`src/rtl/seq_div_scheduler.sv`:
```
// rtl/seq_div_scheduler.sv - round-robin scheduler sharing one sequential divider among four requesters
module seq_div_scheduler #(
  parameter int LATENCY = 268,
  parameter int NREQ    = 4
) (
  input  logic                 clk,
  input  logic                 nrst,
  input  logic [NREQ-1:0]      req,
  input  logic [16*NREQ-1:0]   req_count,
  input  logic [16*NREQ-1:0]   req_divider,
  output logic [NREQ-1:0]      grant,
  output logic [8*NREQ-1:0]    result,
  output logic [NREQ-1:0]      result_valid,
  output logic                 busy,
  output logic                 div_flag,
  output logic [15:0]          div_count,
  output logic [15:0]          div_divider,
  input  logic [7:0]           div_q
);

  typedef enum logic [2:0] {IDLE, LOAD, RUN, CAPTURE, GAP} state_t;

  localparam logic [9:0] RUN_LAST = 10'(LATENCY - 1);

  state_t      state;
  state_t      next_state;
  logic [1:0]  rr_ptr;
  logic [1:0]  win_idx;
  logic [1:0]  cand;
  logic        win_found;
  logic [1:0]  op_idx;
  logic [15:0] op_count;
  logic [15:0] op_divider;
  logic [9:0]  run_cnt;
  logic        bypass;
  logic        load_bypass;

  // A job the divider cannot produce an 8-bit fraction for skips the divider entirely.
  assign load_bypass = (op_divider == 16'd0) || (op_count >= op_divider);

  assign busy     = (state != IDLE);
  assign div_flag = (state == RUN);

  // Round-robin search: first active requester at or after rr_ptr, wrapping around.
  always_comb begin
    win_found = 1'b0;
    win_idx   = rr_ptr;
    cand      = rr_ptr;
    for (int k = 0; k < NREQ; k++) begin
      cand = rr_ptr + 2'(k);
      if (!win_found && req[cand]) begin
        win_found = 1'b1;
        win_idx   = cand;
      end
    end
  end

  // State register; reset kills any job in flight and drops div_flag at once.
  always_ff @(posedge clk or negedge nrst) begin
    if (!nrst) begin
      state <= IDLE;
    end else begin
      state <= next_state;
    end
  end

  // Next-state logic and the grant pulse; grant is masked while reset is held.
  always_comb begin
    next_state = state;
    grant      = '0;
    case (state)
      IDLE: begin
        if (win_found) begin
          next_state     = LOAD;
          grant[win_idx] = nrst;
        end
      end
      LOAD:    next_state = load_bypass ? CAPTURE : RUN;
      RUN:     if (run_cnt == RUN_LAST) next_state = CAPTURE;
      CAPTURE: next_state = GAP;
      GAP:     next_state = IDLE;
      default: next_state = IDLE;
    endcase
  end

  // Datapath: operand latch at grant, divider drive, run counter and result write-back.
  always_ff @(posedge clk or negedge nrst) begin
    if (!nrst) begin
      rr_ptr       <= '0;
      op_idx       <= '0;
      op_count     <= '0;
      op_divider   <= '0;
      run_cnt      <= '0;
      bypass       <= 1'b0;
      div_count    <= '0;
      div_divider  <= '0;
      result       <= '0;
      result_valid <= '0;
    end else begin
      result_valid <= '0;
      case (state)
        IDLE: begin
          if (win_found) begin
            op_idx     <= win_idx;
            op_count   <= req_count[{win_idx, 4'b0000} +: 16];
            op_divider <= req_divider[{win_idx, 4'b0000} +: 16];
            rr_ptr     <= win_idx + 2'd1;
          end
        end
        LOAD: begin
          run_cnt <= '0;
          bypass  <= load_bypass;
          if (!load_bypass) begin
            div_count   <= op_count;
            div_divider <= op_divider;
          end
        end
        RUN: begin
          run_cnt <= run_cnt + 10'd1;
        end
        CAPTURE: begin
          result[{op_idx, 3'b000} +: 8] <= bypass ? 8'hFF : div_q;
          result_valid[op_idx]          <= 1'b1;
        end
        default: begin
        end
      endcase
    end
  end

endmodule
```
`config.mk`:
```
export PLATFORM = sky130hd
export DESIGN_NAME = seq_div_scheduler
export DESIGN_NICKNAME = d
export VERILOG_FILES = /design/src/rtl/seq_div_scheduler.sv
export SDC_FILE = /design/constraint.sdc
export NUM_CORES = 1
export LEC_CHECK = 0
export ABC_AREA = 0
export CAP_MARGIN = 20
export CORE_UTILIZATION = 49
export DETAILED_ROUTE_END_ITERATION = 16
export HOLD_SLACK_MARGIN = 0.02
export PLACE_DENSITY = 0.86
export SYNTH_ARGS = -nofsm -noshare
export SYNTH_HDL_FRONTEND = slang
export SYNTH_SLANG_ARGS = --single-unit
```
`constraint.sdc`:
```
create_clock -name clk -period 5.8 [get_ports clk]
set_input_delay 0.87 -clock clk [delete_from_list [all_inputs] [get_ports clk]]
set_output_delay 0.87 -clock clk [all_outputs]
set_load 0.005 [all_outputs]
```
==> run metrics <==
most common cell after layout, fill and taps aside=clkdlybuf4s50_1; Peak Freq=0.224 GHz; Leak=3.95 nW; Inst Count DP=906; Sequential Power Share=32.0%; Power, Total=4.72 mW; Total GRT Usage=28.1%; largest net degree at the start of global routing=70; Post-Syn Instances=554; Die Y-Extent=114 um; slowest cell delay on critical path=0.58 ns; Hold WC Path Type=flip-flop to flip-flop; hold buffers post-CTS=0; P_sw=1.76 mW; H-tree depth=4; Via density=5.69; fin area=8910 um^2; Async S/R FF share, synth=100%; Initial Utilization=50.6%; register area share after synthesis=48.2%; # diodes=0; Final Net Count=928; CTS Sinks=118; worst reg2reg setup slack=2.74 ns; Top FF cell, synth=dfrtp_1; Worst VDD drop=0.000312 V; total setup buffers inserted after CTS=0; Synth Register Bits=118; Worst Skew=0.0117 ns; total CTS buffers=17; cell area after placement=8330 um^2; YS warnings=0; crit path buf inv count=3; I/O Buffers=215; Placement Setup Slack=1.35 ns; fill count=834; CP max FO=35; share of post-route cells with drive strength above 1=10.5%; cts repair resizes=0; Hold Fails Final Rpt=0; Final ANT Viol Nets=0; clock network power share=20.6%; Post-synth EDFFs=0; syn avg cell area=11.1 um^2; initial antenna violation count=0; Final min period=4.46 ns; Crit path max-delay family=buffers and inverters; Crit path required time=4.93 ns; Total Routed Length=17600 um; width of the die=114 um; status=complete, no violations; CP endpoint kind=output pin; Yosys cell types=50; row count=40; hold slack final=0.475 ns; P_int=2.96 mW; Slew @ Worst Pin=0.833 ns; Post-DP HPWL=12600 um; PD cells=530 nW/um^2; Critical-path top delay cell=clkdlybuf4s50_1; Clock Tree Root=clkbuf_16; via count=5339; Net Count, Synth=724; vias in the first global route=5394; fin crit share=76.9%; WS Path Type=input port to output pin; Worst slew margin=44.5%; FF/Latch Area=2950 um^2; final setup vio count=0; critical path, cell by cell=clkdlybuf4s50_1 > and3b_1 > nor4_1 > or2_4 > inv_2 > ha_1 > and3_1 > clkdlybuf4s50_1; placer congestion estimate=0.839; Sw Share=37.3%; global-route wire length before repair=27700 um; drt wl/cell=18.7 um; aggregate global routing overflow=0; DR iter-0 viols=343; die area=13000 um^2; Post-Route Utilization=73.6%; fin cells=939; clk_lat worst skew=0.42 ns; slack of the critical path=1.34 ns; Slew Limit Fails=0; Max Buffers Root-to-Sink=2; DRT Pass-1 Iters=4; Reg clk slew, reported paths=0.05 ns; most frequent cells in the layout=clkdlybuf4s50_1, dfrtp_1, nand2_1; CP most frequent cell=clkdlybuf4s50_1; area of the multi-input gates=2890 um^2; Setup crit start kind=input port; synth-to-layout area growth=45.3%; Comb pwr share=47.5%; RSZ-0062 raised after global routing=no; WP data arrival=3.59 ns; I/O Pins=216; number of max-cap violations=0; Synth Cell Area=6130 um^2; setup TNS=0 ns; drc violations=0; CTS tree=yes; core area=12100 um^2
## synth_stat cells (all sizes together) (3+ instances only)
library cell	number	share of area, %
dfrtp	118	48
nand2	52	3.2
nand3	40	3.3
mux2i	37	6.0
o211ai	34	4.2
mux2	33	7.8
a32oi	32	4.6
ha	28	5.7
o21ai	27	2.2
inv	26	1.6
buf	20	2.3
nor2	17	1.1
o31ai	17	2.1
clkbuf	15	0.92
and3	7	0.71
a21oi	6	0.49
nor4	6	0.61
nor2b	4	0.41
and2	3	0.31
o21a	3	0.37
## power groups by stage
stage | registers [mW] | logic (mW) | clock network, mW
after floorplan | 1.42 | 1.39 | 0
after global placement | 1.49 | 2.12 | 0
after detailed placement | 1.50 | 2.20 | 0
after CTS | 1.50 | 2.23 | 0.984
after global routing | 1.55 | 2.44 | 1.03
final | 1.51 | 2.24 | 0.970
## path summary, 6_finish.rpt
kind / start / to / cells after the start
worst max-delay path: req[3] / grant[1] / 8
worst min-delay path: run_cnt[9] / run_cnt[9] / 1
worst max register to register: op_divider[11] / div_count[15] / 8
worst min register to register: run_cnt[9] / run_cnt[9] / 1
max in group asynchronous: nrst / result[12] / 2
min in group asynchronous: nrst / run_cnt[4] / 1
## registers in the layout, indices dropped and copies added (netlist names), 3 cells and up
register	flops
state	3
result	32
op_count	16
run_cnt	10
div_count	16
result_valid	4
op_divider	16
div_divider	16
## layout make-up
cell class                 instances  share of cell area [%]
sequential                       118                    33.1
tap                              168                    2.36
inverter                          26                    1.10
timing repair buffer             220                    24.8
clock buffer                      18                    4.93
multi-input combinational        375                    32.5
clock inverter                    14                    1.25
## cell families (layout without fill, tap and decap cells)
kind of cell / after synthesis / after routing / synth area share, %
buffers and inverters: 61 / 278 / 4.86
adder cells (fa/ha/maj): 28 / 28 / 5.71
multiplexers: 70 / 70 / 13.9
AND/OR/NAND/NOR: 148 / 148 / 12.0
flip-flops: 118 / 118 / 48.2
AO/OA/AOI/OAI: 129 / 129 / 15.4
## routing by layer
metal  wire length (um)  vias to the layer above  global-route usage (%)
li1                   -                     2469                       -
met1               7390                     2648                    35.0
met2               8780                      189                    46.4
met3                920                       33                    6.96
met4                490                        0                    12.8
met5                  0                        -                       0
## worst register-to-register path: cells and delay by family, from the launching register on
family | cells | cell delay [ns]
compound gates | 3 | 1.23
flops | 1 | 0.43
buf+inv | 2 | 0.52
mux | 1 | 0.38
fa+ha+maj | 1 | 0.32
simple gates | 1 | 0.06
No activity file was read; power rests on OpenSTA's default activity.
